--- src/rtl/cpu_defs_pkg.sv ---
// Shared definitions for the multicycle CPU control path.
//   - opcode values carried in ir[15:12]
//   - one-hot beat constants T1..T4 produced by the four-beat generator
//   - ALU operation codes and register-file write-back select codes
//   - op_class_t: coarse instruction class used by the control unit
package cpu_defs_pkg;

    localparam logic [3:0] OP_NOP  = 4'h0;
    localparam logic [3:0] OP_ADD  = 4'h1;
    localparam logic [3:0] OP_SUB  = 4'h2;
    localparam logic [3:0] OP_AND  = 4'h3;
    localparam logic [3:0] OP_OR   = 4'h4;
    localparam logic [3:0] OP_XOR  = 4'h5;
    localparam logic [3:0] OP_MOV  = 4'h6;
    localparam logic [3:0] OP_MVI  = 4'h7;
    localparam logic [3:0] OP_LDA  = 4'h8;
    localparam logic [3:0] OP_STA  = 4'h9;
    localparam logic [3:0] OP_JMP  = 4'hA;
    localparam logic [3:0] OP_JZ   = 4'hB;
    localparam logic [3:0] OP_JC   = 4'hC;
    localparam logic [3:0] OP_ILLD = 4'hD;
    localparam logic [3:0] OP_ILLE = 4'hE;
    localparam logic [3:0] OP_HALT = 4'hF;

    localparam logic [3:0] T1 = 4'b0001;
    localparam logic [3:0] T2 = 4'b0010;
    localparam logic [3:0] T3 = 4'b0100;
    localparam logic [3:0] T4 = 4'b1000;

    localparam logic [2:0] ALU_ADD    = 3'd0;
    localparam logic [2:0] ALU_SUB    = 3'd1;
    localparam logic [2:0] ALU_AND    = 3'd2;
    localparam logic [2:0] ALU_OR     = 3'd3;
    localparam logic [2:0] ALU_XOR    = 3'd4;
    localparam logic [2:0] ALU_PASS_B = 3'd5;

    localparam logic [1:0] WB_ALU = 2'd0;
    localparam logic [1:0] WB_IMM = 2'd1;
    localparam logic [1:0] WB_MEM = 2'd2;

    typedef enum logic [3:0] {
        CLS_NONE,
        CLS_ALU,
        CLS_MOV,
        CLS_MVI,
        CLS_LDA,
        CLS_STA,
        CLS_JMP,
        CLS_JZ,
        CLS_JC,
        CLS_HALT
    } op_class_t;

endpackage

--- src/rtl/instr_decoder.sv ---
// Purely combinational opcode decoder.
// Ports:
//   i_opcode   in   4   ir[15:12]
//   o_cls      out  op_class_t  instruction class
//   o_alu_op   out  3   ALU operation for ALU ops and MOV (ADD otherwise)
//   o_wb_sel   out  2   write-back source for register-writing classes
//   o_illegal  out  1   opcode D or E (executed as NOP)
module instr_decoder
    import cpu_defs_pkg::*;
(
    input  logic [3:0] i_opcode,
    output op_class_t  o_cls,
    output logic [2:0] o_alu_op,
    output logic [1:0] o_wb_sel,
    output logic       o_illegal
);

    always_comb begin
        o_cls     = CLS_NONE;
        o_alu_op  = ALU_ADD;
        o_wb_sel  = WB_ALU;
        o_illegal = 1'b0;
        case (i_opcode)
            OP_ADD:  begin o_cls = CLS_ALU; o_alu_op = ALU_ADD; end
            OP_SUB:  begin o_cls = CLS_ALU; o_alu_op = ALU_SUB; end
            OP_AND:  begin o_cls = CLS_ALU; o_alu_op = ALU_AND; end
            OP_OR:   begin o_cls = CLS_ALU; o_alu_op = ALU_OR;  end
            OP_XOR:  begin o_cls = CLS_ALU; o_alu_op = ALU_XOR; end
            OP_MOV:  begin o_cls = CLS_MOV; o_alu_op = ALU_PASS_B; end
            OP_MVI:  begin o_cls = CLS_MVI; o_wb_sel = WB_IMM; end
            OP_LDA:  begin o_cls = CLS_LDA; o_wb_sel = WB_MEM; end
            OP_STA:  o_cls = CLS_STA;
            OP_JMP:  o_cls = CLS_JMP;
            OP_JZ:   o_cls = CLS_JZ;
            OP_JC:   o_cls = CLS_JC;
            OP_HALT: o_cls = CLS_HALT;
            OP_ILLD, OP_ILLE: o_illegal = 1'b1;
            default: o_cls = CLS_NONE;
        endcase
    end

endmodule

--- src/rtl/beat_control_unit.sv ---
// Hardwired control unit for the multicycle CPU. One instruction per beat
// round: T1 fetch, T2 decode/PC++, T3 execute, T4 write-back.
// Ports:
//   clk, rst          clock; asynchronous active-high reset
//   t[3:0]            one-hot beat from the beat generator (0000 = idle)
//   instr_in          instruction word from memory, sampled in T1
//   alu_z, alu_c      ALU flags, sampled in T3 of ALU ops
//   pc, ir            program counter, instruction register
//   mem_addr/rd/wr    memory address and strobes
//   alu_op, alu_en    ALU operation and latch enable
//   rd_sel, rs_sel    register selects ir[10:8], ir[2:0]
//   wb_sel, reg_we    write-back source and register-file write enable
//   halted            sticky after HALT
//   illegal_op        one-cycle pulse in T2 for opcode D/E
//   beat_err          sticky: malformed beat vector seen
module beat_control_unit
    import cpu_defs_pkg::*;
#(
    parameter int              PC_W     = 8,
    parameter int              IR_W     = 16,
    parameter logic [PC_W-1:0] RESET_PC = 8'h00
) (
    input  logic            clk,
    input  logic            rst,
    input  logic [3:0]      t,
    input  logic [IR_W-1:0] instr_in,
    input  logic            alu_z,
    input  logic            alu_c,
    output logic [PC_W-1:0] pc,
    output logic [IR_W-1:0] ir,
    output logic [PC_W-1:0] mem_addr,
    output logic            mem_rd,
    output logic            mem_wr,
    output logic [2:0]      alu_op,
    output logic            alu_en,
    output logic [2:0]      rd_sel,
    output logic [2:0]      rs_sel,
    output logic [1:0]      wb_sel,
    output logic            reg_we,
    output logic            halted,
    output logic            illegal_op,
    output logic            beat_err
);

    logic [PC_W-1:0] r_pc;
    logic [IR_W-1:0] r_ir;
    logic            r_halted;
    logic            r_z;
    logic            r_c;
    logic            r_beat_err;

    op_class_t       w_cls;
    logic [2:0]      w_alu_op;
    logic [1:0]      w_wb_sel;
    logic            w_illegal;
    logic            w_onehot;
    logic [PC_W-1:0] w_target;

    instr_decoder u_dec (
        .i_opcode  (r_ir[IR_W-1 -: 4]),
        .o_cls     (w_cls),
        .o_alu_op  (w_alu_op),
        .o_wb_sel  (w_wb_sel),
        .o_illegal (w_illegal)
    );

    assign w_onehot = (t == T1) || (t == T2) || (t == T3) || (t == T4);
    assign w_target = r_ir[PC_W-1:0];

    always_ff @(posedge clk or posedge rst) begin
        if (rst) begin
            r_pc       <= RESET_PC;
            r_ir       <= '0;
            r_halted   <= 1'b0;
            r_z        <= 1'b0;
            r_c        <= 1'b0;
            r_beat_err <= 1'b0;
        end else begin
            if ((t != 4'b0000) && !w_onehot)
                r_beat_err <= 1'b1;
            // Non-one-hot and zero beats fall through every item: idle.
            if (!r_halted) begin
                case (t)
                    T1: r_ir <= instr_in;
                    T2: r_pc <= r_pc + PC_W'(1);
                    T3: begin
                        case (w_cls)
                            CLS_ALU: begin
                                r_z <= alu_z;
                                r_c <= alu_c;
                            end
                            CLS_JMP:  r_pc <= w_target;
                            CLS_JZ:   if (r_z) r_pc <= w_target;
                            CLS_JC:   if (r_c) r_pc <= w_target;
                            CLS_HALT: r_halted <= 1'b1;
                            default:  ;
                        endcase
                    end
                    default: ;
                endcase
            end
        end
    end

    // Strobes are gated by rst as well as halted: during reset the beat
    // generator may still present a beat, and a T1 would otherwise fetch.
    always_comb begin
        mem_addr   = '0;
        mem_rd     = 1'b0;
        mem_wr     = 1'b0;
        alu_en     = 1'b0;
        alu_op     = ALU_ADD;
        reg_we     = 1'b0;
        wb_sel     = WB_ALU;
        illegal_op = 1'b0;
        if (!rst && !r_halted) begin
            case (t)
                T1: begin
                    mem_addr = r_pc;
                    mem_rd   = 1'b1;
                end
                T2: illegal_op = w_illegal;
                T3: begin
                    case (w_cls)
                        CLS_ALU, CLS_MOV: begin
                            alu_en = 1'b1;
                            alu_op = w_alu_op;
                        end
                        CLS_LDA: begin
                            mem_addr = w_target;
                            mem_rd   = 1'b1;
                        end
                        CLS_STA: begin
                            mem_addr = w_target;
                            mem_wr   = 1'b1;
                        end
                        default: ;
                    endcase
                end
                T4: begin
                    if (w_cls == CLS_ALU || w_cls == CLS_MOV ||
                        w_cls == CLS_MVI || w_cls == CLS_LDA) begin
                        reg_we = 1'b1;
                        wb_sel = w_wb_sel;
                    end
                end
                default: ;
            endcase
        end
    end

    assign pc       = r_pc;
    assign ir       = r_ir;
    assign rd_sel   = r_ir[10:8];
    assign rs_sel   = r_ir[2:0];
    assign halted   = r_halted;
    assign beat_err = r_beat_err;

endmodule

--- config.mk ---
export PLATFORM = sky130hd
export DESIGN_NAME = beat_control_unit
export DESIGN_NICKNAME = d
export VERILOG_FILES = /design/src/rtl/cpu_defs_pkg.sv /design/src/rtl/instr_decoder.sv /design/src/rtl/beat_control_unit.sv
export SDC_FILE = /design/constraint.sdc
export NUM_CORES = 1
export LEC_CHECK = 0
export CAP_MARGIN = 20
export CORE_MARGIN = 2
export CORE_UTILIZATION = 43
export CTS_CLUSTER_SIZE = 28
export DETAILED_ROUTE_END_ITERATION = 10
export PLACE_DENSITY_LB_ADDON = 0.2
export SYNTH_ARGS = -nofsm -noshare
export SYNTH_HDL_FRONTEND = slang
export SYNTH_SLANG_ARGS = --single-unit
--- constraint.sdc ---
create_clock -name clk -period 2.25 [get_ports clk]
set_input_delay 0.45 -clock clk [delete_from_list [all_inputs] [get_ports clk]]
set_output_delay 0.45 -clock clk [all_outputs]
set_load 0.005 [all_outputs]
==> impl_metrics.ini, run 1 <==
[status]
outcome = complete, no violations

[clocking]
root_buffer = clkbuf_8
cts_made_buffers = 3
cts.sinks = 28
clk-insertion-delay-late_ns = 0.28
ctsHoldBuffers = 0
clockBufferDepth = 2
htree_levels = 1
cts_tree = built
clk_pin_slew_ns = 0.10

[yosys]
syn_area_per_cell_um2 = 9.87
post_synth_num_cell_types = 46
synth-seq-area-share_pct = 39.9
synth_top_family_by_area = simple AND/OR/NAND/NOR gates
synth_compound_area_share_pct = 15.6
synth_mux_area_share_pct = 12.2
synth_warnings = 0
synthXorXnorAreaFrac_pct = 0.499
syn-num-nets = 203
synth-seq-cells = 28
yosys.area_share.simple_pct = 22.5
netlist_area_mm2 = 0.00176
synthAdderAreaFrac_pct = 1.28
syn_inst = 178

[timing]
slew_violations = 0
timing.slew.headroom_pct = 69.0
rsz0062_at_grt = true
post-route-min-period_ns = 2.21
tightest_slew_ns = 0.458
fmax_mhz = 453
setup_viol = 0
fin_skew_ns = 0.00311
hold_viol = 0
fin_crit_sh_pct = 98.1
final.setup.worst_slack_ns = 0.0421

[drt]
drt_pass1_iterations = 4
wl_per_cell_um = 14.7
wirelength_um = 4730
drcViolationCount = 0
vias = 1734
drtIter0Drc = 93
detail-route-antenna-nets = 0
vias_per_cell = 5.40

[worst_hold_path]
min_path_type = reg -> reg
holdPathStages = 1
hold_end = beat_err
hp-start = beat_err

[placement]
dp.cells = 309
pre_cts_ws_ns = -0.686
portBuffers = 73
gp_congestion = 0.921
post-dp-hpwl_um = 3500
place_area_mm2 = 0.00264

[final_layout]
fillers = 329
stdcell_area_mm2 = 0.00278
area.growth.synth_to_final_pct = 58.3
fin_cells = 321
multi_input_comb_area_um2 = 976
seq_area_um2 = 703
final_nets = 297
fin_util_pct = 70.0
antenna_cells = 0
drive_gt1_share_pct = 29.9

[global_route]
grt_pass1_wl_um = 7470
grt_max_degree = 26
antenna_found_initial = 0
overflow = 0
grt_pass1_vias = 1614
track_usage_pct = 21.3

[critical_path]
crit_path_frequent_cell = buf_4
arrival_ns = 1.76
crit_slowest_cell = or4b_4
r2r_cells = 5
worstPathRequired_ns = 1.80
r2r_start = ir[12]
cp_slowest_stage_delay_ns = 0.54
rrSetupSlack_ns = 0.34
cp_max_fo = 11
reg2reg_to = pc[1]
path_cells = buf_4 > or4b_4 > buf_4 > nor3_2 > dlygate4sd2_1
end_kind = output pin
crit_type = in -> out
start_kind = input pin

[flow_run]
drv_cap = 0

[floorplanning]
start_util_pct = 44.2
rows = 23
die_area_mm2 = 0.00461
die_h_um = 67.9
coreArea_mm2 = 0.00397
die_width_um = 67.9
ios = 74

[power_and_ir_drop]
ir_worst_vdd_v = 0.000203
total_leakage_power_nw = 1.28
powerDensity_mw_per_mm2 = 362
==> how the worst max path moves through the flow <==
stage	cells after the start	startpoint	endpoint	slack (ns)
6_report	5	t[1]	alu_op[2]	0.04
5_1_grt	7	t[1]	alu_op[0]	-0.0005
4_1_cts	7	t[1]	alu_op[0]	-0.13
3_5_place_dp	6	t[0]	alu_op[0]	-0.69
3_3_place_gp	6	t[0]	alu_op[0]	-0.66
2_1_floorplan	6	t[0]	mem_addr[3]	0.31
==> synth_stat cells (all sizes together) <==
cell,instances,area share (%)
a211oi,4,1.7
a21oi,8,2.3
a22oi,10,4.3
a2bb2oi,1,0.50
and2,1,0.36
and3,5,2.1
and3b,1,0.50
and4,1,0.50
buf,16,6.8
clkbuf,1,0.21
dfrtp,28,40
ha,1,0.71
inv,5,1.1
maj3,1,0.57
mux2,18,12
nand2,11,2.4
nand2b,1,0.78
nand3,8,2.3
nand3b,1,0.43
nand4,2,0.71
nand4b,1,0.50
nor2,11,2.5
nor3,14,4.3
nor3b,1,0.43
nor4b,3,1.9
nor4bb,1,0.57
o21ai,10,3.1
o21bai,1,0.43
o22ai,4,1.4
o311a,1,0.57
o311ai,1,0.93
o31ai,1,0.43
or2,1,0.36
or3b,1,0.50
or4b,2,1.6
xor2,1,0.50
==> logic make-up (layout without fill, tap and decap cells) <==
group,count (synthesis),count (layout)
flops,28,28
xor+xnor,1,1
simple gates,66,66
fa+ha+maj,2,2
mux,18,18
buf+inv,22,115
compound gates,41,41
==> cell type report <==
cell class	instances	area share (%)
Inverter	5	0.675
Clock buffer	3	1.48
Clock inverter	1	1.08
Multi-Input combinational cell	128	35.1
Sequential cell	28	25.3
Tap cell	50	2.25
Timing Repair Buffer	106	34.1
==> registers in the layout, summed over array words and instances (netlist names) <==
register,count
r_c,1
pc,8
beat_err,1
halted,1
r_z,1
ir,16
==> cell usage in the layout (no fill, tap or decap), drive strengths merged, types with 4 or more instances in the layout <==
cell type / n
o22ai: 4
clkdlybuf4s50: 51
nand2: 11
nand3: 8
a21oi: 8
nor2: 11
a22oi: 10
dfrtp: 28
dlygate4sd2: 9
a211oi: 4
nor3: 14
mux2: 18
buf: 43
o21ai: 10
inv: 5
clkbuf: 5
and3: 5
==> metrics by stage <==
step | TNS (ns) | hold slack, ns | power [W]
after floorplan | 0 | 0.468 | 0.000543
after global placement | -13.88 | 0.463 | 0.000610
after detailed placement | -15.60 | 0.470 | 0.000612
after CTS | -0.135 | 0.492 | 0.00102
after global routing | -0.000492 | 0.502 | 0.00104
final | 0 | 0.491 | 0.00101
==> per-layer routing <==
| metal | global-route usage [%] | share of wire, % |
|---|---|---|
| met3 | 3.78 | 6.6 |
| met1 | 28.6 | 45 |
| met5 | 0 | 0 |
| met4 | 4.50 | 0.74 |
| met2 | 36.3 | 48 |
==> worst max-delay path: cells and delay by family <==
family / cells / cell delay [ns]
AND/OR/NAND/NOR: 2 / 0.70
buffers and inverters: 3 / 0.60
==> power by group <==
group	internal (W)	switching (W)	total, W	leakage [nW]
logic	0.0000612	0.0000386	0.0000999	0.879
clock network	0.000238	0.000160	0.000399	0.0357
registers	0.000505	0.00000338	0.000508	0.367
==> what timing repair did <==
action,CTS,global route
pin swaps,10,5
resized for setup,63,14
setup endpoints to repair,18,12
buffers inserted,6,2
Power figures use the tool's default switching activity.
==> run 2, diff against run 1 <==
CTS_CLUSTER_SIZE = 12   (was 28)
==> results of run 2 <==
Same layout as run 1: the final DEF is identical, and so are final timing and power.
